**config.mk**
```make
export PLATFORM = sky130hd
export DESIGN_NAME = rr_arbiter_8to3
export DESIGN_NICKNAME = d
export VERILOG_FILES = /design/src/rtl/rr_arbiter_8to3.sv
export SDC_FILE = /design/constraint.sdc
export NUM_CORES = 1
export LEC_CHECK = 0
export ABC_AREA = 1
export CORE_UTILIZATION = 30
export DETAILED_ROUTE_END_ITERATION = 6
export GPL_TIMING_DRIVEN = 0
export MAX_ROUTING_LAYER = met4
export PLACE_DENSITY = 0.51
export SYNTH_ARGS = -nofsm -noshare
export SYNTH_HDL_FRONTEND = slang
export SYNTH_SLANG_ARGS = --single-unit
```
**constraint.sdc**
```tcl
create_clock -name clk -period 3.2 [get_ports clk]
set_input_delay 0.64 -clock clk [delete_from_list [all_inputs] [get_ports clk]]
set_output_delay 0.64 -clock clk [all_outputs]
set_load 0.05 [all_outputs]
```
**src/rtl/rr_arbiter_8to3.sv**
```systemverilog
// Round-robin arbiter: 8 request lines, registered 3-bit grant index.
// Two-state FSM that holds each grant until the downstream handshake.
module rr_arbiter_8to3 #(
   parameter logic [2:0] PTR_INIT = 3'd0
) (
   input  logic       clk,
   input  logic       rst,
   input  logic [7:0] req,
   input  logic       grant_ready,
   output logic [2:0] grant_idx,
   output logic       grant_valid,
   output logic       busy
);

   typedef enum logic {
      IDLE  = 1'b0,
      GRANT = 1'b1
   } state_t;

   state_t     r_state;
   logic [2:0] r_ptr;
   logic [2:0] r_grant_idx;
   logic       r_grant_valid;
   logic       r_busy;

   state_t     w_state_nxt;
   logic [2:0] w_ptr_nxt;
   logic [2:0] w_idx_nxt;
   logic       w_valid_nxt;
   logic       w_busy_nxt;

   logic [15:0] w_dbl;
   logic [7:0]  w_rot;
   logic [2:0]  w_off;
   logic [2:0]  w_sel;
   logic        w_any;

   // Rotate req so the pointer index lands at bit 0, then take the lowest set bit.
   always_comb begin
      w_dbl = {req, req};
      w_rot = w_dbl[7:0];
      for (int s = 0; s < 8; s++) begin
         if (r_ptr == 3'(s)) begin
            w_rot = w_dbl[s +: 8];
         end
      end
      w_off = 3'd0;
      for (int i = 7; i >= 0; i--) begin
         if (w_rot[i]) begin
            w_off = 3'(i);
         end
      end
      w_sel = r_ptr + w_off;
      w_any = |req;
   end

   // Next-state and next-output decision for the IDLE/GRANT machine.
   always_comb begin
      w_state_nxt = r_state;
      w_ptr_nxt   = r_ptr;
      w_idx_nxt   = r_grant_idx;
      w_valid_nxt = r_grant_valid;
      w_busy_nxt  = r_busy;
      unique case (r_state)
         IDLE: begin
            if (w_any) begin
               w_state_nxt = GRANT;
               w_idx_nxt   = w_sel;
               w_valid_nxt = 1'b1;
               w_busy_nxt  = 1'b1;
            end
         end
         GRANT: begin
            // req is ignored here; only the handshake releases the grant.
            if (r_grant_valid && grant_ready) begin
               w_state_nxt = IDLE;
               w_ptr_nxt   = r_grant_idx + 3'd1;
               w_valid_nxt = 1'b0;
               w_busy_nxt  = 1'b0;
            end
         end
         default: begin
            w_state_nxt = IDLE;
         end
      endcase
   end

   // State, pointer and output registers; reset drops any pending grant.
   always_ff @(posedge clk or posedge rst) begin
      if (rst) begin
         r_state       <= IDLE;
         r_ptr         <= PTR_INIT;
         r_grant_idx   <= 3'd0;
         r_grant_valid <= 1'b0;
         r_busy        <= 1'b0;
      end else begin
         r_state       <= w_state_nxt;
         r_ptr         <= w_ptr_nxt;
         r_grant_idx   <= w_idx_nxt;
         r_grant_valid <= w_valid_nxt;
         r_busy        <= w_busy_nxt;
      end
   end

   assign grant_idx   = r_grant_idx;
   assign grant_valid = r_grant_valid;
   assign busy        = r_busy;

endmodule

```
==> results of run 1 <==
-- per-layer routing --
layer | vias to the layer above | share of wire [%] | GRT usage [%]
li1 | 752 | - | -
met1 | 612 | 48 | 27.0
met2 | 47 | 46 | 30.2
met3 | 2 | 5.4 | 1.74
met4 | 0 | 0.51 | 4.08
met5 | - | 0 | -
-- worst min-delay path by stage --
stage,from,endpoint,slack [ns],depth (start not counted)
after floorplan,rst,busy,0.46,1
after global placement,grant_idx[1],grant_idx[1],0.51,2
after detailed placement,grant_idx[1],grant_idx[1],0.51,2
after CTS,grant_idx[1],grant_idx[1],0.53,2
after global routing,grant_idx[2],grant_idx[2],0.56,2
final,grant_idx[1],grant_idx[1],0.53,2
-- cell type report --
| type | count | area, µm² | area share, % |
|---|---|---|---|
| Inverter | 31 | 121 | 7.90 |
| Multi-Input combinational cell | 176 | 878 | 57.2 |
| Buffer | 7 | 51.3 | 3.34 |
| Tap cell | 48 | 60.1 | 3.91 |
| Timing Repair Buffer | 17 | 180 | 11.7 |
| Sequential cell | 8 | 204 | 13.3 |
| Clock buffer | 3 | 41.3 | 2.69 |
-- critical path, stage by stage (launching register included) --
cell and delay [ns]:
dfrtp_2 0.44, inv_2 0.15, buf_2 0.26, nand4_1 0.12, nand3_1 0.10, nand2_1 0.06
nand2_1 0.06, nand2_1 0.06, nand2_1 0.06, nand2_1 0.07, nand2_1 0.07, nand2_1 0.05
nand2_1 0.05, nand2_1 0.05, a21boi_1 0.13, ha_1 0.15, inv_1 0.04, fa_1 0.40
xor2_2 0.17, inv_1 0.05, nand3_1 0.07, nand3_1 0.09, nand2_1 0.05
-- sequential cells by signal, summed over array words and instances (netlist names) --
name and cells:
busy 1, grant_idx 3, r_ptr 3, r_state 1
-- where the power goes --
| part | leakage (nW) | internal, mW | switching, mW | total, mW |
|---|---|---|---|---|
| Combinational | 0.678 | 0.0226 | 0.0391 | 0.0617 |
| Sequential | 0.0977 | 0.102 | 0 | 0.102 |
| Clock | 0.0216 | 0.0812 | 0.0363 | 0.118 |
| Total | 0.798 | 0.205 | 0.0754 | 0.281 |
-- per-stage QoR --
| stage | setup slack [ns] | cell area (µm²) | setup TNS (ns) |
|---|---|---|---|
| 2_1_floorplan | 0.562 | 1210 | 0 |
| 6_report | 0.336 | 1540 | 0 |
| 5_1_grt | -0.0170 | 1540 | -0.0170 |
| 4_1_cts | 0.0202 | 1460 | 0 |
| 3_5_place_dp | -0.222 | 1420 | -0.222 |
| 3_3_place_gp | -0.223 | 1420 | -0.231 |
-- logic make-up (layout without fill, tap and decap cells) --
family / after synthesis / count (layout) / share of synthesized area (%)
and+or+nand+nor: 132 / 132 / 47.4
AOI/OAI and AO/OA: 39 / 39 / 17.5
buffers and inverters: 38 / 58 / 13.5
DFF: 8 / 8 / 16.5
adders and majority gates: 3 / 3 / 3.71
xor gates and xnor gates: 2 / 2 / 1.44
-- layout by cell type (no fill, tap or decap), drive strengths merged, types with 8 or more instances in the layout --
cell   netlist  layout
inv         30      30
nand3       14      14
a21oi       16      16
nand2       78      78
nand4        8       8
nor2        28      28
dfrtp        8       8
o21ai       18      18
buf          6       9
-- repair_timing --
action / CTS / global route
resized for setup: 0 / 20
setup buffers: 0 / 3
setup endpoints to repair: 0 / 2
==> results.tsv, run 1 <==
metric	value	unit
path_class	flop to flop	
worstSetupStartpoint	r_ptr[1]	
syn_area	1210	µm²
p_per_area	183	nW/µm²
via_count	1413	
routed_wl	3.73	mm
cts_sinks	8	
drv_cap	0	
tightest_slew	0.497	ns
leakagePower	0.798	nW
crit_path_start_kind	flop	
core	3770	µm²
required	3.31	ns
totalPowerFinal	281	µW
grt_antenna_before_repair	0	
endpoint	grant_idx[2]	
ys_ff_latch	8	
area_delta_synth_final	26.5	%
drc	0	
final_util	40.7	%
timing.rr.end	grant_idx[2]	
drive_above_1_share	13.6	%
vdd_drop_max	0.000196	V
cts_max_level	1	
setup-violations-final	0	
synth.most_common_cell	nand2_1	
reg2reg_depth	22	
synth-edff-count	0	
syn-num-nets	236	
postSynthCellCount	222	
cts_tree	done	
timing.hold.ws	0.529	ns
track_usage	19.4	%
worstPathArrival	2.97	ns
die_width	65.6	µm
grt_pass1_wl	6.36	mm
drtIter0Drc	179	
holdCritPathClass	flop to flop	
rrSetupSlack	0.34	ns
io_buffers	14	
num_rows	22	
io_pins	16	
gp_congestion	0.879	
clock_latency	0.22	ns
syn_avg_cell_area	5.47	µm²
clockRootBuffer	clkbuf_8	
end_kind	flop	
synth_top_flop_cell	dfrtp_1	
clk_transition_reported_paths	0.04	ns
fmax	0.349	GHz
holdBufCountCts	0	
status	finished, final reports clean	
fin_cells	290	
synth_top_area_share	24.1	%
wire_per_inst	12.9	µm
ys_warn_count	0	
r2r-start	r_ptr[1]	
ys_top_cells_by_area	nand2_1, dfrtp_1, nor2_1	
antenna_cells	0	
finalClockSkew	0.00172	ns
start_util	32.2	%
min_period_over_period	89.5	%
grt_pass1_vias	1283	
routed_via_density	4.87	
drv_slew	0	
grt_overflow	0	
synth_seq_area_share	16.5	%
dieArea	4310	µm²
synth_top_area_cell	nand2_1	
fin_nets	258	
period_minus_slack	2.86	ns
first_pass_iters	5	
ys_types	28	
async_flop_share	100	%
grt_max_degree	11	
synth_common_cells	nand2_1, nor2_1, inv_1, o21ai_0, a21oi_1	
cp_max_fo	10	
place_hpwl	2.82	mm
place_inst	284	
fp.dieH	65.6	µm
max_slew_margin	66.8	%
ant_nets	0	
ctsLongestPathBuffers	2	
fill_cells	432	
cts_made_buffers	3	
hold_viol_final	0	
No activity file was read; power rests on OpenSTA's default activity.
==> run 2, diff against run 1 <==
--- a/constraint.sdc
+++ b/constraint.sdc
@@ -3,2 +3,2 @@
 set_output_delay 0.64 -clock clk [all_outputs]
-set_load 0.05 [all_outputs]
+set_load 0.02 [all_outputs]
==> results of run 2 <==
The final DEF is identical to that of run 1. Status: finished, final reports clean.
==> run 3, diff against run 2 <==
ABC_AREA = unset   (was 1)
PLACE_DENSITY = 0.52   (was 0.51)
==> run 3 against run 2 <==
Effect of this change: global-route usage shrank 3.2 points; area after synthesis down 18%; wire length decreased by 31%; clock power is 34% lower; sequential share of layout area up 2.4 points; worst hold slack lost 0.022 ns; register-to-register slack got worse by 0.11 ns; setup slack worse by 0.12 ns.
==> results.tsv, run 3 <==
metric	value	unit
synth_common_cells	mux2i_1, nor2_1, dfrtp_1, nand2_1	
dieArea	3550	µm²
fp.dieH	59.6	µm
ys_warn_count	0	
internal_power	757	µW
grt_overflow	0	
via_count	955	
track_usage	16.2	%
finalClockSkew	0.00853	ns
io_buffers	15	
p_sw	653	µW
cts_sinks	8	
cts_max_level	1	
clockRootBuffer	clkbuf_4	
layout_common_cells	nor2_1, nand2_1, dfrtp_1, clkbuf_2, clkdlybuf4s50_1	
routed_wl	2.58	mm
grt_antenna_before_repair	0	
drv_cap	0	
p_comb_share	80.3	%
cts_tree	done	
synth_top_flop_cell	dfrtp_1	
clock_latency	0.25	ns
leakagePower	0.544	nW
fmax	0.335	GHz
routed_via_density	5.31	
io_pins	16	
synth-edff-count	0	
multi_input_area	797	µm²
place_hpwl	1.96	mm
status	finished, final reports clean	
min_period_over_period	93.2	%
fin_nets	152	
num_rows	20	
place_inst	175	
synth_top_area_cell	dfrtp_1	
postSynthCellCount	116	
crit_path_start_kind	primary input	
ys_types	46	
drive_above_1_share	29.4	%
required	3.33	ns
syn_area	996	µm²
die_width	59.6	µm
ys_ff_latch	8	
max_slew_margin	59.5	%
end_kind	flop	
ys_top_cells_by_area	dfrtp_1, mux2i_1, mux2_2	
holdCritPathClass	flop to flop	
tightest_slew	0.607	ns
antenna_cells	0	
ant_nets	0	
rrSetupSlack	0.23	ns
synth_top_area_share	20.1	%
register_area	200	µm²
seq_power_share	14.2	%
clk_transition_reported_paths	0.06	ns
grt_pass1_vias	966	
final_common_cell	nor2_1	
path_class	primary input to flop	
totalPowerFinal	1.41	mW
cts_made_buffers	3	
p_per_area	1100	nW/µm²
grt_pass1_wl	4.22	mm
area_delta_synth_final	28.5	%
drtIter0Drc	28	
start_util	32.1	%
cp_max_fo	5	
clock_power_share	5.5	%
synth_seq_area_share	20.1	%
async_flop_share	100	%
syn-num-nets	130	
hold_viol_final	0	
netSwitchingFraction	46.3	%
wire_per_inst	14.3	µm
fill_cells	337	
gp_congestion	0.844	
grt_max_degree	11	
ctsLongestPathBuffers	2	
fin_cells	180	
vdd_drop_max	0.000481	V
core	3100	µm²
final.setup.tns	0	ns
period_minus_slack	2.98	ns
drc	0	
drv_slew	0	
timing.hold.ws	0.507	ns
syn_avg_cell_area	8.59	µm²
first_pass_iters	3	
setup-violations-final	0	
worstPathArrival	3.11	ns
[run 3: area by class of cell]
cell class,instances,area share [%]
multi-input cells,97,62.3
clock buffers,3,1.76
well taps,44,4.30
plain buffers,8,4.50
inverters,3,0.880
repair buffers,17,10.7
flip-flops and latches,8,15.6
[run 3: final timing paths]
kind | depth (start not counted) | from | to
setup reg to reg | 14 | r_ptr[1] | grant_idx[2]
hold / removal | 1 | grant_idx[0] | r_ptr[0]
setup / recovery | 14 | req[6] | grant_idx[2]
min in group asynchronous | 2 | rst | busy
max in group asynchronous | 2 | rst | r_ptr[2]
hold reg to reg | 1 | grant_idx[0] | r_ptr[0]
[run 3: logic make-up (layout without fill, tap and decap cells)]
| family | Yosys count | after routing | synth area share (%) |
|---|---|---|---|
| flip-flops | 8 | 8 | 20.1 |
| multiplexers | 20 | 20 | 22.9 |
| adder cells (fa/ha/maj) | 3 | 3 | 4.52 |
| buffers and inverters | 11 | 31 | 6.03 |
| XOR/XNOR | 2 | 2 | 1.76 |
| AND/OR/NAND/NOR | 39 | 39 | 20.7 |
| AO/OA/AOI/OAI | 33 | 33 | 24.0 |
[run 3: metal layers]
layer	global-route usage (%)	up-vias	share of wire, %
li1	-	470	-
met1	19.0	458	46
met2	26.5	21	48
met3	1.75	6	3.7
met4	9.97	0	2.4
met5	-	-	0
[run 3: critical path: stages]
cell	delay, ns
dlygate4sd2_1	0.30
mux2i_2	0.27
mux2i_4	0.13
mux2_4	0.29
a311o_1	0.28
a21oi_2	0.17
a2bb2oi_2	0.08
ha_1	0.17
inv_1	0.06
fa_2	0.18
xnor2_1	0.08
and2_4	0.18
a32oi_1	0.18
nand3_1	0.09
[run 3: power groups by stage]
stage,combinational [mW],sequential (mW),clock [mW]
2_1_floorplan,0.744,0.224,0
3_3_place_gp,1.01,0.201,0
3_5_place_dp,1.01,0.201,0
4_1_cts,1.06,0.200,0.0800
5_1_grt,1.23,0.209,0.0853
6_report,1.13,0.200,0.0777
[run 3: repair_timing]
action                     CTS  global route
setup buffers                2             0
gates cloned                 0             0
hold buffers                 0             0
gates resized for setup     14            23
pin swaps                    2             3
setup endpoints to repair    1             1
[run 3: through the flow]
stage / setup slack, ns / util [%] / cell area, µm²
2_1_floorplan: 0.316 / - / 996
3_3_place_gp: -0.535 / 38.7 / 1200
3_5_place_dp: -0.524 / 38.7 / 1200
4_1_cts: 0.0789 / 40.2 / 1250
5_1_grt: -0.00489 / 41.3 / 1280
6_report: 0.217 / 41.3 / 1280
==> variant (flow settings as in run 3) <==
Reset style: synchronous (`rst`), changed in one clocked block.
--- a/src/rtl/rr_arbiter_8to3.sv
+++ b/src/rtl/rr_arbiter_8to3.sv
@@ -86,7 +86,7 @@
    end
 
    // State, pointer and output registers; reset drops any pending grant.
-   always_ff @(posedge clk or posedge rst) begin
+   always_ff @(posedge clk) begin
       if (rst) begin
          r_state       <= IDLE;
          r_ptr         <= PTR_INIT;
Check against the original RTL: differs if rst is asserted again (counterexample within 4 cycles, from zero or initial values and one cycle with rst high); with rst held inactive, the same outputs for 10 cycles.
==> variant against run 3 <==
  * Area after synthesis up 8.0%
  * Final cell count up 6.7%
  * Non-clock buffer count up 1
  * Design area up 2.0%
  * Sequential cell count unchanged
  * Setup slack worse by 56 ps
  * Critical endpoint is now grant_idx[2]
  * Wire length up 12%
Power is left out: it rests on default switching activity, and per cell area and clock period it moved more than threefold.
==> variant: results (changes against run 3) <==
stage	metric	value	unit	change
drt	Via density	5.61		+5.7%
global_routing	vias in the first global route	961		-0.52%
critical_path	critical path startpoint	req[2]		
sta	fin worst setup slack	161	ps	-56.0 ps
drt	DR top layer	met3		
outcome	status	finished clean		
place	number of I/O port buffers	13		-2
drt	Met2 Wirelength	1.45	mm	+17%
place	placed cells	187		+6.9%
final_layout	share of post-route cells with drive strength above 1	25.3	%	-4.1 points
synth	Synth Flop Type	dfxtp_1		
place	Setup Slack @ Placement	-581	ps	-56.6 ps
global_routing	largest net degree at the start of global routing	11		unchanged
sta	Least-Margin Pin Slew	560	ps	-46.6 ps
drt	final WL	2.88	mm	+12%
drt	WL met3	106	um	+12%
synth	Area contributors post-synth	dfxtp_1 (15%), mux4_2 (10%), mux2i_1 (7.4%)		
critical_path	R2R Setup Slk	170	ps	-60 ps
critical_path	R2R Path Start	r_ptr[0]		
critical_path	reg2reg end	grant_idx[2]		
critical_path	CP max FO	8		+3
drt	First DRT Iteration DRCs	51		+82%
drt	M1 WL	1.32	mm	+13%
place	placer congestion estimate	0.856		+1.4%
critical_path	Critical Path AT	3190	ps	+80 ps
place	detailed placement HPWL	2.15	mm	+9.8%
final_layout	Fillers	363		+7.7%
place	dpl cell area	1260	sq um	+5.2%
synth	Seq/Total Area, Yosys	14.9	%	-5.2 points
synth	Mean Syn Cell Area	8.41	sq um	-2.1%
global_routing	Total GRT Usage	16.2	%	-0.038 points
sta	skew final	4.50	ps	-4.03 ps
hold_path	hold path startpoint	r_state		
final_layout	Layout Nets	162		+6.6%
variant: cell count changes after synthesis, moves of 3 or more:
cell / delta
nor3_1: +6
nand2_1: +6
mux4_2: +5
nor2_1: -3
dfrtp_1: -8
o211ai_1: +3
nand3b_1: +3
a21o_1: -5
dfxtp_1: +8
buf_6: +3
o21ai_0: +3
mux2_4: -4
mux2_2: -4
variant: cell families (layout without fill, tap and decap cells):
group                    Yosys count  count (layout)  synth area share [%]
AO/OA/AOI/OAI                     33              33                  21.6
XOR/XNOR                           2               2                  1.63
adder cells (fa/ha/maj)            3               3                  4.19
buffers and inverters             14              32                  8.37
flip-flops                         8               8                  14.9
multiplexers                      16              16                  22.4
AND/OR/NAND/NOR                   52              52                  26.9
variant: metal layers:
layer	GRT usage (%)	vias up
met3	3.11	0
met5	-	-
met2	27.5	28
met1	20.3	520
li1	-	529
met4	2.54	0
variant: layout make-up:
class                   instances  share of cell area, %
flip-flops and latches          8                   12.6
plain buffers                  11                   6.90
repair buffers                 15                   8.82
multi-input cells             106                   64.4
inverters                       3                   1.15
clock buffers                   3                   1.73
well taps                      46                   4.41
variant: metrics by stage:
| stage | util [%] | setup TNS [ps] |
|---|---|---|
| final | 38.5 | 0 |
| after detailed placement | 37.3 | -822 |
| after global placement | 37.3 | -830 |
| after global routing | 38.5 | 0 |
| after CTS | 37.9 | 0 |
| after floorplan | - | 0 |
variant: repair_timing:
action	in CTS	in global routing
setup endpoints to repair	1	1
buffers inserted	0	2
pin swaps	1	4
resized for setup	10	28
variant: critical path, stage by stage:
cell and delay (ps):
buf_2 150, nor2b_1 140, o21a_1 190, o221a_1 260
a211oi_2 220, o211ai_1 120, a221oi_2 250, ha_2 190
inv_1 40, fa_1 380, xnor2_1 160, and3b_1 210
a31oi_1 170, nand2_1 60
variant: worst min-delay path by stage:
stage                         to  slack (ps)  cells after the start
finish                   r_state         520                      2
global route        grant_idx[1]         550                      2
CTS                      r_state         520                      2
detailed placement       r_state         520                      2
global placement         r_state         510                      2
floorplan                r_state         490                      2
